`src/rtl/iter_divider_if.sv`:
```
// rtl/iter_divider_if.sv - request/response bundle between the execute stage and the divider
interface iter_divider_if #(
    parameter int WIDTH = 32
);
    logic                 start_i;
    logic                 flag_unsigned_i;
    logic [WIDTH-1:0]     operand1_i;
    logic [WIDTH-1:0]     operand2_i;
    logic                 cancel_i;
    logic [2*WIDTH-1:0]   result_o;
    logic                 done_o;
    logic                 busy_o;

    modport master (
        output start_i, flag_unsigned_i, operand1_i, operand2_i, cancel_i,
        input  result_o, done_o, busy_o
    );

    modport slave (
        input  start_i, flag_unsigned_i, operand1_i, operand2_i, cancel_i,
        output result_o, done_o, busy_o
    );
endinterface

```
`src/rtl/iter_divider.sv`:
```
// rtl/iter_divider.sv - radix-2 restoring signed/unsigned divider returning {remainder, quotient}
module iter_divider #(
    parameter int WIDTH = 32
) (
    input  logic          clock_i,
    input  logic          reset_i,
    iter_divider_if.slave bus
);
    localparam int CW = $clog2(WIDTH) + 1;

    typedef enum logic [1:0] {IDLE, BUSY, SIGN} state_t;

    state_t             state, state_next;
    logic [CW-1:0]      count;
    logic [WIDTH-1:0]   rem, dvd, dvsr, op1;
    logic               neg_q, neg_r;
    logic [2*WIDTH-1:0] result;
    logic               done;

    logic               accept, sign1, sign2, last_step, trial_ok;
    logic [WIDTH-1:0]   mag1, mag2, rem_next, q_fix, r_fix;
    logic [WIDTH:0]     rem_sh;

    assign accept    = bus.start_i && !bus.cancel_i;
    assign sign1     = !bus.flag_unsigned_i && bus.operand1_i[WIDTH-1];
    assign sign2     = !bus.flag_unsigned_i && bus.operand2_i[WIDTH-1];
    assign mag1      = sign1 ? (~bus.operand1_i + WIDTH'(1)) : bus.operand1_i;
    assign mag2      = sign2 ? (~bus.operand2_i + WIDTH'(1)) : bus.operand2_i;
    assign last_step = (count == CW'(WIDTH - 1));

    // The shifted remainder can exceed WIDTH bits, so compare on WIDTH+1 bits;
    // when it fits the divisor the low WIDTH bits of the difference are exact.
    assign rem_sh   = {rem, dvd[WIDTH-1]};
    assign trial_ok = (rem_sh >= {1'b0, dvsr});
    assign rem_next = rem_sh[WIDTH-1:0] - dvsr;

    assign q_fix = neg_q ? (~dvd + WIDTH'(1)) : dvd;
    assign r_fix = neg_r ? (~rem + WIDTH'(1)) : rem;

    always_ff @(posedge clock_i) begin
        if (reset_i) begin
            state <= IDLE;
        end else begin
            state <= state_next;
        end
    end

    always_comb begin
        state_next = state;
        case (state)
            IDLE:    if (accept) state_next = BUSY;
            BUSY:    if (last_step) state_next = SIGN;
            SIGN:    state_next = IDLE;
            default: state_next = IDLE;
        endcase
        if (bus.cancel_i) begin
            state_next = IDLE;
        end
    end

    always_ff @(posedge clock_i) begin
        if (reset_i) begin
            count  <= '0;
            rem    <= '0;
            dvd    <= '0;
            dvsr   <= '0;
            op1    <= '0;
            neg_q  <= 1'b0;
            neg_r  <= 1'b0;
            result <= '0;
            done   <= 1'b0;
        end else begin
            done <= 1'b0;
            case (state)
                IDLE: begin
                    if (accept) begin
                        op1   <= bus.operand1_i;
                        dvsr  <= mag2;
                        dvd   <= mag1;
                        rem   <= '0;
                        count <= '0;
                        neg_q <= sign1 ^ sign2;
                        neg_r <= sign1;
                    end
                end
                BUSY: begin
                    if (!bus.cancel_i) begin
                        rem   <= trial_ok ? rem_next : rem_sh[WIDTH-1:0];
                        dvd   <= {dvd[WIDTH-2:0], trial_ok};
                        count <= count + CW'(1);
                    end
                end
                SIGN: begin
                    if (!bus.cancel_i) begin
                        // A zero divisor leaves the raw dividend as remainder, quotient all ones.
                        if (dvsr == '0) begin
                            result <= {op1, {WIDTH{1'b1}}};
                        end else begin
                            result <= {r_fix, q_fix};
                        end
                        done <= 1'b1;
                    end
                end
                default: ;
            endcase
        end
    end

    assign bus.result_o = result;
    assign bus.done_o   = done;
    assign bus.busy_o   = (state != IDLE);
endmodule

```
`src/flat_wrapper.sv`:
```
// flat-port wrapper written by rule: the top's interface ports become plain ports
module iter_divider_flat 
#(
    parameter int WIDTH = 32
)
  (clock_i, reset_i, bus_start_i, bus_flag_unsigned_i, bus_operand1_i, bus_operand2_i, bus_cancel_i, bus_result_o, bus_done_o, bus_busy_o);
  iter_divider_if #(.WIDTH(WIDTH)) bus_i ();
  input  logic clock_i;
  input  logic reset_i;
  input wire logic [$bits(bus_i.start_i)-1:0] bus_start_i;
  input wire logic [$bits(bus_i.flag_unsigned_i)-1:0] bus_flag_unsigned_i;
  input wire logic [$bits(bus_i.operand1_i)-1:0] bus_operand1_i;
  input wire logic [$bits(bus_i.operand2_i)-1:0] bus_operand2_i;
  input wire logic [$bits(bus_i.cancel_i)-1:0] bus_cancel_i;
  output wire logic [$bits(bus_i.result_o)-1:0] bus_result_o;
  output wire logic [$bits(bus_i.done_o)-1:0] bus_done_o;
  output wire logic [$bits(bus_i.busy_o)-1:0] bus_busy_o;
  assign bus_i.start_i = bus_start_i;
  assign bus_i.flag_unsigned_i = bus_flag_unsigned_i;
  assign bus_i.operand1_i = bus_operand1_i;
  assign bus_i.operand2_i = bus_operand2_i;
  assign bus_i.cancel_i = bus_cancel_i;
  assign bus_result_o = bus_i.result_o;
  assign bus_done_o = bus_i.done_o;
  assign bus_busy_o = bus_i.busy_o;
  iter_divider #(.WIDTH(WIDTH)) u_core (.clock_i(clock_i), .reset_i(reset_i), .bus(bus_i));
endmodule
```
`config.mk`:
```
export PLATFORM = sky130hd
export DESIGN_NAME = iter_divider_flat
export DESIGN_NICKNAME = d
export VERILOG_FILES = /design/src/rtl/iter_divider_if.sv /design/src/rtl/iter_divider.sv /design/src/flat_wrapper.sv
export SDC_FILE = /design/constraint.sdc
export NUM_CORES = 1
export LEC_CHECK = 0
export BUFFER_PORTS_ARGS = -buffer_cell sky130_fd_sc_hd__buf_4
export CORE_MARGIN = 2
export CORE_UTILIZATION = 41
export CTS_CLUSTER_DIAMETER = 80
export CTS_CLUSTER_SIZE = 16
export DETAILED_ROUTE_END_ITERATION = 8
export GPL_TIMING_DRIVEN = 0
export PLACE_DENSITY = 0.71
export SYNTH_ARGS = -nofsm -noshare
export SYNTH_HDL_FRONTEND = slang
export SYNTH_SLANG_ARGS = --single-unit
```
`constraint.sdc`:
```
create_clock -name clock_i -period 3.8 [get_ports clock_i]
set_clock_uncertainty 0.1 [all_clocks]
set_input_delay 0 -clock clock_i [delete_from_list [all_inputs] [get_ports clock_i]]
set_output_delay 0 -clock clock_i [all_outputs]
set_load 0.02 [all_outputs]
```
# Word-level counts from Yosys, hierarchy flattened
# Index checks and enable logic that the tools add are counted.
dict set report totals {
  ff_bits 203
}
dict set report classes {
  add_sub_neg 6
  n_lt_le_gt_ge 1
  eq_ne 6
  muxes 19
  bitwise 7
  reduce_logical 15
}
# op n
set ops {}
lappend ops {{two-way mux 32 bit} 9}
lappend ops {{adder 32 x 1 -> 32 bit (second input constant)} 4}
lappend ops {{NOT 32 bit} 4}
lappend ops {{one-hot mux 32 bit (2 select lines)} 2}
lappend ops {{two-way mux 64 bit} 1}
lappend ops {{greater-or-equal comparator 33 x 32 -> 1 bit} 1}
lappend ops {{zero test 32 bit} 1}
lappend ops {{subtractor 32 bit} 1}
lappend ops {{two-way mux 6 bit} 2}
lappend ops {{one-hot mux 6 bit (2 select lines)} 1}
lappend ops {{adder 6 x 1 -> 6 bit (second input constant)} 1}
lappend ops {{equality test 6 x 5 -> 1 bit (second input constant)} 1}
lappend ops {{AND reduction 2 bit} 3}
lappend ops {{two-way mux 2 bit} 2}
lappend ops {{!= test 2 x 1 -> 1 bit (second input constant)} 2}
lappend ops {{one-hot mux 2 bit (2 select lines)} 1}
lappend ops {{nonzero test 2 bit} 2}
lappend ops {{OR reduction 2 bit} 2}
lappend ops {{logical AND 1 bit} 3}
lappend ops {{AND reduction 3 bit} 1}
lappend ops {{equality test 2 x 1 -> 1 bit (second input constant)} 1}
lappend ops {{equality test 2 bit (second input constant)} 1}
lappend ops {{zero test 1 bit} 2}
lappend ops {{zero test 2 bit} 1}
lappend ops {{4 further kinds} 5}

# Longest topological paths before layout
# Gate-level depths: netlist of the first run.
dict set report depth {
  ltp_word 5
  depth_mapped 13
  mapped_depth_nobuf 12
}

# Least setup slack after synthesis of the first run
# OpenSTA, ideal clock, no wires.
dict set report synth_path {
  path_type {register to register}
  start {register u_core.dvd[31]}
  end {register u_core.rem[28]}
  setup_ns 0.128
  t_arrival_ns 2.762
  required_time_ns 3.572
  slack_ns 0.810
  stages_incl_launch_ff 13
  synth_period_minus_slack_ns 2.990
  cell_sequence {dfxtp_1 -> inv_1 -> ha_1 -> inv_1 -> fa_1 -> a21o_1 -> a221o_1 -> a221oi_1 -> a21o_1 -> o21ai_0 -> a311oi_1 -> xor2_1 -> o21ai_0}
}
dict set report synth_between {
  elab_chain_cells 4
  elab_cells_between_ends 5
}
# element line_no
set synth_lines {}
lappend synth_lines {{from (decl)} iter_divider.sv:15} ;# logic [WIDTH-1:0] rem, dvd, dvsr, op1;
lappend synth_lines {{from (signal assigned)} iter_divider.sv:79} ;# dvd <= mag1;
lappend synth_lines {{from (signal assigned)} iter_divider.sv:89} ;# dvd <= {dvd[WIDTH-2:0], trial_ok};
lappend synth_lines {{subtractor 32 bit / greater-or-equal comparator 33 x 32 -> 1 bit (equally long branches)} {iter_divider.sv:35, iter_divider.sv:34}}
lappend synth_lines {{two-way mux 32 bit (*)} iter_divider.sv:88} ;# rem <= trial_ok ? rem_next : rem_sh[WIDTH-1:0];
lappend synth_lines {{two-way mux 32 bit (*)} iter_divider.sv:87} ;# if (!bus.cancel_i) begin
lappend synth_lines {{one-hot mux 32 bit (2 select lines) (*)} iter_divider.sv:74} ;# case (state)
lappend synth_lines {{to (signal assigned)} iter_divider.sv:88}
lappend synth_lines {{to (decl)} iter_divider.sv:15}
# Mark *: on every way between the ends. The rest lies on a longest branch, timed or not. The select of a mux whose other input is x is not followed.
# A chain may end at the register's enable or synchronous reset.

# Worst setup path after layout of the first run
# Ends and elaborated chain as after synthesis.

==> results of run 1 <==
-- flip-flops by register name (all words and copies together) (netlist names) --
register,cells
u_core.bus.result_o,64
u_core.dvd,32
u_core.dvsr,32
u_core.op1,32
u_core.rem,32
u_core.count,6
u_core.state,2
u_core.bus.done_o,1
u_core.neg_q,1
u_core.neg_r,1
-- Yosys cell counts (8+ instances only) --
| cell type | n |
|---|---|
| clkbuf_1 | 85 |
| a211oi_1 | 40 |
| or3_1 | 17 |
| a311oi_1 | 8 |
| nor2_1 | 130 |
| a21oi_1 | 159 |
| o41ai_1 | 14 |
| dfxtp_1 | 203 |
| o21ai_0 | 125 |
| nand2b_1 | 13 |
| or4_1 | 11 |
| nand3_1 | 22 |
| nand2_1 | 181 |
| mux2i_1 | 17 |
| o22ai_1 | 24 |
| a31o_2 | 10 |
| ha_1 | 37 |
| o211ai_1 | 9 |
| xor2_1 | 65 |
| nor4_1 | 18 |
| a31oi_1 | 24 |
| nor3_1 | 23 |
| xnor2_1 | 80 |
| inv_1 | 60 |
| o31ai_1 | 16 |
| a22oi_1 | 30 |
| nand4_1 | 9 |
| a21o_1 | 15 |
| a32oi_1 | 12 |
-- per-stage QoR --
step           setup WS, ns  std cells  hold WS, ns  cell area (sq um)
6_report              0.327       2166        0.156              14800
5_1_grt               0.114       2166        0.163              14800
4_1_cts               0.105       2166        0.146              14800
3_5_place_dp          0.136       2054        0.122              13400
3_3_place_gp          0.173       2054        0.118              13400
2_1_floorplan         0.810       1536      -0.0215              11900
-- placed cells by master, fill, tap and decap left out, types with 5 or more instances in the layout --
cell,count
a211oi_1,40
a21o_1,15
a21oi_1,159
a22oi_1,30
a311oi_1,7
a31o_2,10
a31oi_1,23
a32oi_1,12
and2_1,5
buf_4,134
clkbuf_1,84
clkbuf_16,17
dfxtp_1,203
dlygate4sd3_1,92
ha_1,37
inv_1,60
mux2i_1,17
nand2_1,181
nand2b_1,13
nand3_1,22
nand4_1,9
nor2_1,130
nor2b_1,6
nor3_1,23
nor4_1,18
o211ai_1,9
o21a_1,6
o21ai_0,125
o22ai_1,24
o31ai_1,16
o41ai_1,14
or3_1,17
or4_1,11
xnor2_1,80
xor2_1,65
-- area by class of cell --
type                            count  area share
Multi-Input combinational cell   1181       0.493
Sequential cell                   203       0.274
Timing Repair Buffer              226       0.130
Tap cell                          384      0.0324
Clock buffer                       17      0.0287
Buffer                             91      0.0233
Inverter                           61      0.0155
Clock inverter                      3     0.00245
-- metal layers --
metal | vias to the layer above | GRT usage | share of wire | wire length [microns]
li1 | 6012 | - | - | -
met2 | 471 | 0.447 | 0.47 | 19200
met4 | 0 | 0.111 | 0.046 | 1910
met1 | 5921 | 0.337 | 0.43 | 17700
met5 | - | 0 | 0 | 0
met3 | 91 | 0.0247 | 0.057 | 2340
-- power by group through the flow --
stage | Combinational [uW] | Sequential, uW | Clock [uW]
after floorplan | 561 | 2290 | 0
after global placement | 830 | 2310 | 0
after detailed placement | 840 | 2310 | 0
after CTS | 933 | 2260 | 1650
after global routing | 1040 | 2270 | 1720
final | 954 | 2260 | 1640
-- cells by family (layout without fill, tap and decap cells) --
logic type                 after synthesis  after routing  share of synthesized area
AOI/OAI and AO/OA                      515            515                      0.268
and+or+nand+nor                        466            466                      0.182
DFF                                    203            203                      0.341
buffers and inverters                  152            398                     0.0481
xor gates and xnor gates               145            145                      0.106
adders and majority gates               38             38                     0.0405
muxes                                   17             17                     0.0143
-- tightest hold or removal path: stages --
cell and delay, ns:
dlygate4sd3_1 0.53, buf_4 0.13, a211oi_1 0.05
-- path summary, 6_finish.rpt --
kind              slack (ns)  depth (start not counted)                            to
setup / recovery        0.33                         12   u_core.rem[28]$_SDFFE_PP0P_
hold / removal          0.16                          3  u_core.state[0]$_SDFFE_PP0P_
setup reg to reg        0.33                         12   u_core.rem[28]$_SDFFE_PP0P_
hold reg to reg         0.36                          2   u_core.op1[21]$_SDFFE_PP0P_
-- what timing repair did --
item / 4_1_cts / 5_1_grt
gates resized for setup: 0 / 5
setup endpoints to repair: 0 / 2
setup buffers: 0 / 0
hold buffers: 92 / 0
endpoints found under the hold margin: 107 / 0
==> flow_metrics.tcl, run 1 <==
set metrics [dict create \
    grt_pass1_wl_microns 63500 \
    final_util 0.516 \
    avgSynthCellArea_sq_um 7.76 \
    cts_buffers 17 \
    overflow 0 \
    p_sw_uw 1440 \
    slew_violations 0 \
    core_sq_um 28700 \
    slowest_delay_ns 0.44 \
    ios 135 \
    cp-end-kind "flip-flop" \
    drt_wl_total_microns 41100 \
    fmax_mhz 288 \
    multi_input_area_sq_um 7310 \
    dr.first_iter.drc_count 1064 \
    port_buffers 134 \
    power_uw 4860 \
    insertion_delay_ns 0.51 \
    syn-cell-area_sq_um 11900 \
    switching_share 0.297 \
    path_class "flip-flop to flip-flop" \
    period_share 0.914 \
    synthFlopType "dfxtp_1" \
    syn_nets 1643 \
    crit_chain "inv_1, ha_1, inv_1, fa_1, a21o_1, a221o_1, a221oi_2, a21o_1, o21ai_0, a311oi_2, xor2_1, o21ai_0" \
    area_growth_pct 24.2 \
    ys_seq_area_frac 0.341 \
    synth_area_leaders "dfxtp_1, a21oi_1, xnor2_1" \
    cp.required_ns 4.08 \
    yosysWarnings 0 \
    die_h_microns 175 \
    postSynthCellCount 1536 \
    cts_tree "done" \
    drtPass1Iterations 6 \
    power_frac_comb 0.196 \
    yosys.area.top_type "dfxtp_1" \
    fill_cells 2787 \
    critPathBufInv 2 \
    cts_root_buf "clkbuf_16" \
    worstSetupStartpointType "flip-flop" \
    cpMaxStageDelayCell "a221oi_2" \
    synth_top_cell_area_share 0.341 \
    die_w_microns 175 \
    rows 62 \
    drc 0 \
    hpwl_microns 31900 \
    status "completed" \
    sequentialPowerShare 0.466 \
    nets 1888 \
    ir_drop_v 0.000270 \
    antenna_found_initial 0 \
    min_path_type "input port to flip-flop" \
    crit_fanout 4 \
    relSlewSlack 0.325 \
    cts_buffer_depth 3 \
    reg2reg_from "u_core.dvd[31]$_SDFFE_PP0P_" \
    pwr-share-clk 0.338 \
    p_int_uw 3410 \
    synth_cell_types 66 \
    worst_slew_pin_slew_ns 1.01 \
    place_congestion 0.950 \
    cap_violations 0 \
    leakage_uw 0.00568 \
    setup-tns-final_ns 0 \
    diodes 0 \
    cts.sinks 203 \
    worstSetupStartpoint "u_core.dvd[31]$_SDFFE_PP0P_" \
    ant_nets 0 \
    grt_pass1_vias 11800 \
    hp-start "bus_cancel_i" \
    die_area_sq_um 30500 \
    synth_edf_count 0 \
    vias 12500 \
    path_delay_family "compound AO/OA/AOI/OAI gates" \
    drive_gt1_frac 0.105 \
    initial_core_util 0.415 \
    worstPathArrival_ns 3.75 \
    cts.clk_slew.worst_paths_ns 0.07 \
    rsz0062_at_grt "false" \
    post_drt_wl_per_cell_microns 19.0 \
    routed_via_density 5.77 \
    hold_viol_final 0 \
    power_density_nw_per_um2 328 \
    synth-seq-cells 203 \
    synthArstFlopShare 0 \
    fin_crit_ns 3.47 \
    grt_max_degree 17 \
    ff_latch_area_sq_um 4060 \
    htree_levels 1 \
    track_usage 0.262 \
    setup_viol 0 \
]
(Power assumes the default switching activity.)
==> inputs of run 2 (changes only) <==
--- a/config.mk
+++ b/config.mk
@@ -5,6 +5,7 @@
 export SDC_FILE = /design/constraint.sdc
 export NUM_CORES = 1
 export LEC_CHECK = 0
+export ABC_AREA = 1
 export BUFFER_PORTS_ARGS = -buffer_cell sky130_fd_sc_hd__buf_4
 export CORE_MARGIN = 2
 export CORE_UTILIZATION = 41
@@ -16,3 +17,4 @@
 export SYNTH_ARGS = -nofsm -noshare
 export SYNTH_HDL_FRONTEND = slang
 export SYNTH_SLANG_ARGS = --single-unit
+export TNS_END_PERCENT = 20
==> run 2 against run 1 <==
Effect of this change:
- combinational power grew 22%
- critical path depth increased by 5
- sequential share of layout area down 4.2 points
- synthesized cell count is 49% higher
- clock power hardly changed
- largest cell class unchanged
- largest power group unchanged
==> flow_metrics.tcl, run 2 <==
set metrics [dict create \
    cp-end-kind "flip-flop" \
    synth_top_cell_area_share 0.281 \
    path_class "input port to flip-flop" \
    status "completed" \
    yosys.area.top_type "dfxtp_1" \
    grt_pass1_wl_microns 82500 \
    place_congestion 0.957 \
    setup-tns-final_ns 0 \
    area_growth_pct 21.1 \
    cts_hold_buf 102 \
    period_share 0.820 \
    synth_top_family_by_area "simple AND/OR/NAND/NOR gates" \
    nets 2648 \
    met3_length_microns 3790 \
    dr.first_iter.drc_count 1480 \
    hold_end "u_core.state[0]$_SDFFE_PP0P_" \
    wl_met2_microns 25500 \
    die_h_microns 192 \
    leakage_uw 0.00843 \
    hold_viol_final 0 \
    cts_buffer_depth 3 \
    power_density_nw_per_um2 289 \
    relSlewSlack 0.431 \
    hold_path_depth 3 \
    setup_viol 0 \
    ios 135 \
    ir_drop_v 0.000234 \
    vias 16000 \
    synth_common_cells "nand2_1, inv_1, nor2_1" \
    die_area_sq_um 36700 \
    initial_core_util 0.417 \
    yosysMostFrequentCell "nand2_1" \
    die_w_microns 192 \
    syn_nets 2394 \
    synthFlopType "dfxtp_1" \
    track_usage 0.292 \
    cap_violations 0 \
    hp-start "bus_cancel_i" \
    sequentialPowerShare 0.445 \
    largest_register_ffs 64 \
    routed_via_density 5.35 \
    hpwl_microns 44000 \
    antenna_found_initial 0 \
    worst_slew_pin_slew_ns 0.854 \
    final_util 0.505 \
    synth_edf_count 0 \
    reg2reg_to "u_core.dvd[23]$_SDFFE_PP0P_" \
    cp.required_ns 4.08 \
    ys_seq_area_frac 0.281 \
    grt_pass1_vias 15100 \
    syn-cell-area_sq_um 14400 \
    ff2ff_setup_slack_ns 0.70 \
    synthMuxAreaShare 0 \
    synth-seq-cells 203 \
    drc 0 \
    yosysWarnings 0 \
    drt_wl_total_microns 54600 \
    diodes 0 \
    core_sq_um 34600 \
    ff2ff_path_depth 8 \
    drtPass1Iterations 6 \
    p_int_uw 3430 \
    overflow 0 \
    worstPathArrival_ns 3.40 \
    port_buffers 134 \
    pwr-share-clk 0.326 \
    htree_levels 1 \
    insertion_delay_ns 0.52 \
    synth-adder-area-share 0.0334 \
    routedLengthMet1_microns 22700 \
    cts.clk_slew.worst_paths_ns 0.07 \
    synthXorXnorAreaFrac 0.0382 \
    postSynthCellCount 2287 \
    synth_cell_types 58 \
    min_path_type "input port to flip-flop" \
    final_common_cell "nand2_1" \
    top_layer "met4" \
    ant_nets 0 \
    crit_fanout 4 \
    cts_root_buf "clkbuf_16" \
    grt_max_degree 17 \
    post_drt_wl_per_cell_microns 18.2 \
    cts_tree "done" \
    cts_setup_buffers 0 \
    p_sw_uw 1620 \
    avgSynthCellArea_sq_um 6.32 \
    fin_crit_ns 3.12 \
    synth_area_leaders "dfxtp_1, nand2_1, inv_1" \
    worstSetupStartpointType "input port" \
    fmax_mhz 321 \
    slew_violations 0 \
    cts_buffers 16 \
    yosys.area_share.simple 0.364 \
    switching_share 0.321 \
    rsz0062_at_grt "false" \
    final_cell_mix "nand2_1, inv_1, nor2_1" \
    power_frac_comb 0.230 \
    rows 68 \
    cts_resized 0 \
    reg2reg_from "u_core.state[1]$_SDFFE_PP0P_" \
    synth-compound-area-share 0.164 \
    drive_gt1_frac 0.126 \
    cts.sinks 203 \
    synthArstFlopShare 0 \
]
## run 2: per-stage QoR
step           total power [uW]  hold WS (ns)  instance area [sq um]  std cells  worst slack [ns]
2_1_floorplan              2980       -0.0207                  14400       2287              1.74
3_3_place_gp               3330        0.0856                  16000       2876              1.16
3_5_place_dp               3340        0.0870                  16000       2876              1.11
4_1_cts                    5040        0.0913                  17500       2997             0.753
5_1_grt                    5270        0.0998                  17500       2997             0.500
6_report                   5060        0.0922                  17500       2997             0.684
## run 2: critical path, stage by stage
cell and delay [ns]:
dlygate4sd3_1 0.54, buf_4 0.13, inv_1 0.12, ha_1 0.21, nand4_1 0.19, nor2_2 0.18, nand2_1 0.11, nor3_1 0.22
nand2_1 0.12, nand2_1 0.12, nand2_1 0.07, nand3_1 0.08, dlygate4sd3_1 0.56, nand3_1 0.07, dlygate4sd3_1 0.57, nand2_1 0.06
inv_1 0.04
## run 2: worst max path at each step
stage,start,endpoint,cells after the start
after CTS,bus_operand1_i[1],u_core.dvd[28]$_SDFFE_PP0P_,17
after global placement,u_core.dvd[31]$_SDFFE_PP0P_,u_core.rem[28]$_SDFFE_PP0P_,16
after detailed placement,u_core.dvd[31]$_SDFFE_PP0P_,u_core.rem[28]$_SDFFE_PP0P_,16
final,bus_operand1_i[1],u_core.dvd[28]$_SDFFE_PP0P_,17
after floorplan,u_core.dvd[31]$_SDFFE_PP0P_,u_core.rem[14]$_SDFFE_PP0P_,14
after global routing,bus_operand1_i[1],u_core.dvd[28]$_SDFFE_PP0P_,17
## run 2: area by class of cell
class	instances	area, sq um
plain buffers	90	452
clock buffers	17	404
clock inverters	2	46.3
fillers	3557	17100
inverters	337	1260
multi-input cells	1657	8660
flip-flops and latches	203	4060
well taps	455	569
repair buffers	236	2030
## run 2: layer usage
layer	GRT usage	vias to the layer above
met5	0	-
met4	0.134	0
met3	0.0307	132
met2	0.503	662
met1	0.366	7353
li1	-	7890
## run 2: kinds of logic (layout without fill, tap and decap cells)
logic type                 after synthesis  after routing
buffers and inverters                  427            682
xor gates and xnor gates                63             63
adders and majority gates               38             38
and+or+nand+nor                       1155           1155
AOI/OAI and AO/OA                      401            401
DFF                                    203            203
## run 2: power by group through the flow
stage | registers (uW) | logic [uW] | clock network, uW
3_3_place_gp | 2290 | 1040 | 0
2_1_floorplan | 2280 | 701 | 0
5_1_grt | 2250 | 1270 | 1740
4_1_cts | 2250 | 1140 | 1660
6_report | 2250 | 1160 | 1650
3_5_place_dp | 2300 | 1050 | 0
